File: src/rtl/timer_pkg.sv
// Shared definitions for the BCD countdown timer: state encoding, digit
// limits and the preset saturation helper.
package timer_pkg;

  localparam logic [1:0] IDLE  = 2'd0;
  localparam logic [1:0] RUN   = 2'd1;
  localparam logic [1:0] PAUSE = 2'd2;
  localparam logic [1:0] DONE  = 2'd3;

  typedef enum logic [1:0] {
    S_IDLE  = IDLE,
    S_RUN   = RUN,
    S_PAUSE = PAUSE,
    S_DONE  = DONE
  } state_t;

  localparam logic [3:0] BCD_MAX   = 4'd9;
  localparam logic [3:0] SEC_T_MAX = 4'd5;

  // Source selected when the digit chain is (re)loaded.
  typedef enum logic [1:0] {
    SRC_ZERO   = 2'd0,
    SRC_PRESET = 2'd1,
    SRC_STORE  = 2'd2
  } load_src_t;

  // Clamp an out-of-range BCD digit to the largest legal value.
  function automatic logic [3:0] bcd_sat(input logic [3:0] value, input logic [3:0] max);
    return (value > max) ? max : value;
  endfunction

endpackage

File: src/rtl/bcd_countdown_timer_digit.sv
// One BCD down-counting digit. Wraps 0 -> MAX on a decrement and reports a
// borrow to the next more significant digit in that same cycle.
module bcd_down_digit
  import timer_pkg::*;
#(
  parameter logic [3:0] MAX = BCD_MAX
) (
  input  logic       clk,
  input  logic       reset,
  input  logic       load,
  input  logic [3:0] load_val,
  input  logic       dec,
  output logic [3:0] digit,
  output logic       borrow
);

  logic [3:0] digit_q;
  logic [3:0] digit_d;

  // Next digit value: a load overrides a decrement.
  always_comb begin
    digit_d = digit_q;
    if (load) begin
      digit_d = load_val;
    end else if (dec) begin
      digit_d = (digit_q == 4'd0) ? MAX : (digit_q - 4'd1);
    end
  end

  // Digit register.
  always_ff @(posedge clk or posedge reset) begin
    if (reset) begin
      digit_q <= 4'd0;
    end else begin
      digit_q <= digit_d;
    end
  end

  assign digit  = digit_q;
  assign borrow = dec & (digit_q == 4'd0);

endmodule

File: src/rtl/bcd_countdown_timer.sv
// MM..M:SS BCD countdown timer with a 1 Hz prescaler and an
// IDLE/RUN/PAUSE/DONE state machine.
// Optional build macro TIMER_AUTORELOAD_EN: on completion the count reloads
// from the preset store and the timer keeps running.
//
// Control inputs are plain levels sampled every clock; there is no
// handshake. Priority within one cycle is load, then stop, then start.
module bcd_countdown_timer
  import timer_pkg::*;
#(
  parameter int MIN_DIGITS = 2,
  parameter int TICK_DIV   = 100
) (
  input  logic                    clk,
  input  logic                    reset,
  input  logic                    load,
  input  logic                    start,
  input  logic                    stop,
  input  logic [3:0]              preset_sec_u,
  input  logic [3:0]              preset_sec_t,
  input  logic [4*MIN_DIGITS-1:0] preset_min,
  output logic [3:0]              count_sec_u,
  output logic [3:0]              count_sec_t,
  output logic [4*MIN_DIGITS-1:0] count_min,
  output logic                    running,
  output logic                    paused,
  output logic                    zero,
  output logic                    done
);

  localparam int MW = 4 * MIN_DIGITS;
  localparam int PW = (TICK_DIV > 1) ? $clog2(TICK_DIV) : 1;
  localparam logic [PW-1:0] PRESC_LAST = PW'(TICK_DIV - 1);

  state_t        state_q, state_d;
  logic [PW-1:0] presc_q, presc_d;
  logic          done_q, done_d;
  logic [3:0]    store_su_q, store_su_d;
  logic [3:0]    store_st_q, store_st_d;
  logic [MW-1:0] store_min_q, store_min_d;

  logic [3:0]    sat_su, sat_st;
  logic [MW-1:0] sat_min;
  logic [3:0]    ld_su, ld_st;
  logic [MW-1:0] ld_min;

  logic          tick, is_one;
  logic          dig_load, store_load, dec;
  load_src_t     load_src;
  logic          b_su, b_st;
  logic [MIN_DIGITS:0] min_dec;
  logic          unused_top_borrow;

  // Saturate the preset digits before they reach the count or the store.
  always_comb begin
    sat_su  = bcd_sat(preset_sec_u, BCD_MAX);
    sat_st  = bcd_sat(preset_sec_t, SEC_T_MAX);
    sat_min = '0;
    for (int i = 0; i < MIN_DIGITS; i++) begin
      sat_min[4*i +: 4] = bcd_sat(preset_min[4*i +: 4], BCD_MAX);
    end
  end

  // Select what gets loaded into the digit chain.
  always_comb begin
    ld_su  = 4'd0;
    ld_st  = 4'd0;
    ld_min = '0;
    case (load_src)
      SRC_PRESET: begin
        ld_su  = sat_su;
        ld_st  = sat_st;
        ld_min = sat_min;
      end
      SRC_STORE: begin
        ld_su  = store_su_q;
        ld_st  = store_st_q;
        ld_min = store_min_q;
      end
      default: ;
    endcase
  end

  assign zero   = (count_sec_u == 4'd0) && (count_sec_t == 4'd0) && (count_min == '0);
  assign is_one = (count_sec_u == 4'd1) && (count_sec_t == 4'd0) && (count_min == '0);
  assign tick   = (state_q == S_RUN) && (presc_q == PRESC_LAST);

`ifdef TIMER_AUTORELOAD_EN
  logic store_zero;
  assign store_zero = (store_su_q == 4'd0) && (store_st_q == 4'd0) && (store_min_q == '0);
`endif

  // Next-state, prescaler and digit-chain control.
  always_comb begin
    state_d    = state_q;
    presc_d    = presc_q;
    done_d     = 1'b0;
    dig_load   = 1'b0;
    store_load = 1'b0;
    load_src   = SRC_ZERO;
    dec        = 1'b0;
    if (load && (state_q != S_RUN)) begin
      state_d    = S_IDLE;
      dig_load   = 1'b1;
      store_load = 1'b1;
      load_src   = SRC_PRESET;
    end else if (stop && (state_q == S_RUN)) begin
      state_d = S_PAUSE;
    end else if (stop && (state_q == S_PAUSE)) begin
      state_d  = S_IDLE;
      dig_load = 1'b1;
      load_src = SRC_ZERO;
    end else if (start && !zero && ((state_q == S_IDLE) || (state_q == S_PAUSE))) begin
      state_d = S_RUN;
      presc_d = '0;
    end else if (state_q == S_RUN) begin
      presc_d = tick ? '0 : (presc_q + 1'b1);
      if (tick) begin
        if (is_one) begin
          done_d = 1'b1;
`ifdef TIMER_AUTORELOAD_EN
          if (!store_zero) begin
            dig_load = 1'b1;
            load_src = SRC_STORE;
          end else begin
            dec     = 1'b1;
            state_d = S_DONE;
          end
`else
          dec     = 1'b1;
          state_d = S_DONE;
`endif
        end else begin
          dec = 1'b1;
        end
      end
    end
  end

  // Preset store follows accepted loads only.
  always_comb begin
    store_su_d  = store_su_q;
    store_st_d  = store_st_q;
    store_min_d = store_min_q;
    if (store_load) begin
      store_su_d  = sat_su;
      store_st_d  = sat_st;
      store_min_d = sat_min;
    end
  end

  // State, prescaler, done pulse and preset store registers.
  always_ff @(posedge clk or posedge reset) begin
    if (reset) begin
      state_q     <= S_IDLE;
      presc_q     <= '0;
      done_q      <= 1'b0;
      store_su_q  <= 4'd0;
      store_st_q  <= 4'd0;
      store_min_q <= '0;
    end else begin
      state_q     <= state_d;
      presc_q     <= presc_d;
      done_q      <= done_d;
      store_su_q  <= store_su_d;
      store_st_q  <= store_st_d;
      store_min_q <= store_min_d;
    end
  end

  bcd_down_digit #(.MAX(BCD_MAX)) u_sec_u (
    .clk      (clk),
    .reset    (reset),
    .load     (dig_load),
    .load_val (ld_su),
    .dec      (dec),
    .digit    (count_sec_u),
    .borrow   (b_su)
  );

  bcd_down_digit #(.MAX(SEC_T_MAX)) u_sec_t (
    .clk      (clk),
    .reset    (reset),
    .load     (dig_load),
    .load_val (ld_st),
    .dec      (b_su),
    .digit    (count_sec_t),
    .borrow   (b_st)
  );

  assign min_dec[0] = b_st;

  for (genvar i = 0; i < MIN_DIGITS; i++) begin : g_min
    bcd_down_digit #(.MAX(BCD_MAX)) u_min (
      .clk      (clk),
      .reset    (reset),
      .load     (dig_load),
      .load_val (ld_min[4*i +: 4]),
      .dec      (min_dec[i]),
      .digit    (count_min[4*i +: 4]),
      .borrow   (min_dec[i+1])
    );
  end

  // The chain never decrements from zero, so the top borrow stays low.
  assign unused_top_borrow = min_dec[MIN_DIGITS];

  assign running = (state_q == S_RUN);
  assign paused  = (state_q == S_PAUSE);
  assign done    = done_q;

endmodule
File: config.mk
export PLATFORM = sky130hd
export DESIGN_NAME = bcd_countdown_timer
export DESIGN_NICKNAME = d
export VERILOG_FILES = /design/src/rtl/timer_pkg.sv /design/src/rtl/bcd_countdown_timer_digit.sv /design/src/rtl/bcd_countdown_timer.sv
export SDC_FILE = /design/constraint.sdc
export NUM_CORES = 1
export LEC_CHECK = 0
export CAP_MARGIN = 15
export CORE_MARGIN = 4
export CORE_UTILIZATION = 53
export DETAILED_ROUTE_END_ITERATION = 10
export GPL_ROUTABILITY_DRIVEN = 0
export MAX_ROUTING_LAYER = met4
export PLACE_DENSITY = 0.85
export SYNTH_ARGS = -nofsm -noshare
export SYNTH_HDL_FRONTEND = slang
export SYNTH_SLANG_ARGS = --single-unit
File: constraint.sdc
create_clock -name clk -period 4.9 [get_ports clk]
set_input_delay 0.49 -clock clk [delete_from_list [all_inputs] [get_ports clk]]
set_output_delay 0.49 -clock clk [all_outputs]
set_load 0.01 [all_outputs]
==> run summary <==
The flow ran to the end, and the final reports show no timing, DRC or antenna violations. At the pin with the least slew margin, the transition time is 1.03 ns. The library cells used most frequently in the layout, excluding fill and tap cells, are clkdlybuf4s50_1 (40), dfrtp_1 (26), nor2_1 (22).

The core occupancy in the finished layout is 70.9%. The max-slew violation count came out at 0. The library cell used as clock root buffer is clkbuf_4.

The post-detailed-route via-to-cell ratio is 6.30. The type of the setup path with the least slack is register to output port. The final-report hold violation count came out at 0.

The depth of the CTS H-tree is 1. The final period demand of the worst path came out at 2.96 ns. The setup slack after placement is 2.35 ns. The count of yosys warnings during synthesis is 0.

The number of nets in the finished design is 253. In this run the critical register-to-register path is launched from presc_q[3]. The total core area came out at 3050 um2. Setup violations remaining at the end of the flow were counted as 0.

The number of nets with antenna violations after routing is 0. The worst supply voltage drop on vdd came out at 0.231 mV. The detailed placement HPWL came out at 3400 um.

In this run the post-CTS setup repair buffer count came out at 0. The die extent in y is 64.4 um. From left edge to right edge, the die measures 64.4 um. The path class of the lowest-slack min-delay path is register to register. The met3 global-route usage came out at 4.75%. The total overflow left after global routing is 0. The number of nets in the synthesized netlist is 211. The worst setup path is captured at an output port. The initial standard-cell utilization of the core is 55.1%.

The via count came out at 1,725. The worst clock skew is 0.0130 ns. The sum of internal, switching and leakage power came out at 1.02 mW. The count of port buffers added during placement came out at 40. In this run the worst setup path begins at g_min[0].u_min.digit[3].

The ratio of final minimum period to clock period is 60.3%. The distinct cell type count after synthesis is 53. The number of hold buffers added after CTS was 0. The aggregate global-route resource usage is 23.6%. The maximum count of clock buffers along a single path came out at 2. The synthesized area is 1680 um2. For the final routed database, the setup TNS stands at 0 ns.

The number of synthesized register bits is 26. The area taken by multi-input logic gates came out at 987 um2. Setup repair after global routing left no endpoint under its margin. The largest fanout on the critical path is 7. The count of maximum capacitance violations is 0. TritonCTS built the clock tree. Global routing used 28.2% of the available met1 tracks. The layout-stage area growth over the synthesis result is 28.5%. In this run the power density over the cells is 469 nW/um2. Of the synthesized area, sequential elements account for 38.7%.

The count of TritonRoute iterations in the first routing pass came out at 5. 0 antenna diodes ended up in the layout. The insertion delay of the later-clocked pin in the worst-skew pair came out at 0.34 ns. For this design the top-level I/O count stands at 41. Entering global routing, the biggest net connects 27 pins. Leaving out fill and tap cells, the most frequent cell in the layout is clkdlybuf4s50_1.

Gates resized during post-CTS repair numbered 0. The filler cell count in the final layout is 247. Synthesis produced 189 cells. The register area is 651 um2. The fmax is 0.338 GHz.

The clock edge transition at the registers on the reported setup and hold paths came out at 0.16 ns. The layer carrying the most global-route usage is met2. The clock buffer count from CTS is 3. The async set-or-reset flop fraction in the synthesized netlist is 100%. The average wire per standard cell came out at 16.7 um. The smallest setup slack after layout is 1.94 ns. The number of global-route vias before repair is 1,641. The die footprint is 4140 um2. The aggregate routed wire length is 4570 um. Measured against its own limit, the worst slew margin works out to 31.6%. In this run the most critical hold path is launched from presc_q[6].

In this run, synthesis inferred 0 flip-flops with an integrated enable. The first-pass GRT wire length is 7570 um. The post-layout instance area is 2160 um2. The count of standard-cell rows came out at 20. The dominant register cell in the synthesized netlist is dfrtp_1. The count of clock tree sinks came out at 26. The initial antenna violation count came out at 0. The data arrival time of the critical path came out at 2.47 ns.

The placed standard-cell area came out at 2130 um2. The number of violations reported at the end of detailed-routing iteration 0 came out at 178. At the worst endpoint, the required time is 4.41 ns. The fraction of met2 tracks used by global routing is 39.6%. For this run, design rule violations remaining after detail routing come to 0. STA classifies the critical path startpoint as a register.

Dividing the synthesized area by the synthesized cell count gives 8.90 um2. The fraction of layout cells with a size suffix above 1 is 6.96%. Summed over all cells, the static leakage comes to 0.887 nW.
==> layer usage <==
layer	vias up	share of wire, %
li1	800	-
met1	839	42
met2	79	50
met3	7	7.3
met4	0	0.85
met5	-	0
==> worst max-delay path, stage by stage (launching register included) <==
cell	delay (ns)
dfrtp_1	0.49
nor4_2	0.52
nand4_1	0.22
nand2b_1	0.27
inv_1	0.10
clkdlybuf4s50_1	0.53
==> cell usage after synthesis (3+ instances only) <==
master | number | area, um2
dfrtp_1 | 26 | 651
nor2_1 | 22 | 82.6
nand2_1 | 17 | 63.8
o21ai_0 | 15 | 75.1
a21oi_1 | 13 | 65.1
inv_1 | 9 | 33.8
nand4_1 | 6 | 37.5
mux2i_1 | 5 | 50.1
o22a_1 | 5 | 43.8
nand2b_1 | 4 | 25.0
a22o_1 | 3 | 26.3
a2bb2oi_1 | 3 | 26.3
and2_1 | 3 | 18.8
clkbuf_1 | 3 | 11.3
nand3_1 | 3 | 15.0
nor2b_1 | 3 | 18.8
nor3_1 | 3 | 15.0
nor3b_1 | 3 | 22.5
==> cell families after synthesis <==
| family | Yosys count | synth area share, % |
|---|---|---|
| and+or+nand+nor | 85 | 29.7 |
| AOI/OAI and AO/OA | 59 | 24.5 |
| DFF | 26 | 38.7 |
| buffers and inverters | 12 | 2.68 |
| muxes | 6 | 3.64 |
| adders and majority gates | 1 | 0.743 |
==> sequential cells by signal (all words and copies together), names as in the netlist <==
signal and count:
done 1, g_min.u_min.digit 8, u_sec_u.digit 4, presc_q 7, u_sec_t.digit 4, state_q 2
==> power by group <==
group	internal (mW)	total [mW]	leakage (nW)	switching (mW)
combinational	0.250	0.502	0.531	0.252
clock	0.0456	0.116	0.0210	0.0704
sequential	0.280	0.398	0.336	0.117
==> worst paths after layout <==
| check | to | slack (ns) | cells after the start |
|---|---|---|---|
| setup / recovery | zero | 1.94 | 5 |
| hold / removal | presc_q[6] | 0.54 | 1 |
| setup reg to reg | g_min[1].u_min.digit[1] | 2.75 | 5 |
| hold reg to reg | presc_q[6] | 0.54 | 1 |
| max in group asynchronous | g_min[1].u_min.digit[2] | 3.60 | 2 |
| min in group asynchronous | g_min[0].u_min.digit[2] | 0.67 | 2 |
==> cell type report <==
class	instances	share of cell area (%)
clock buffers	4	1.68
inverters	9	1.56
multi-input cells	151	45.6
flip-flops and latches	26	30.1
well taps	44	2.54
repair buffers	40	18.5
==> through the flow <==
| stage | hold slack [ns] | instances |
|---|---|---|
| finish | 0.536 | 274 |
| global route | 0.561 | 274 |
| CTS | 0.525 | 274 |
| detailed placement | 0.507 | 270 |
| global placement | 0.475 | 270 |
| floorplan | 0.456 | 189 |
Note: power is estimated with default switching activity, not from simulation.
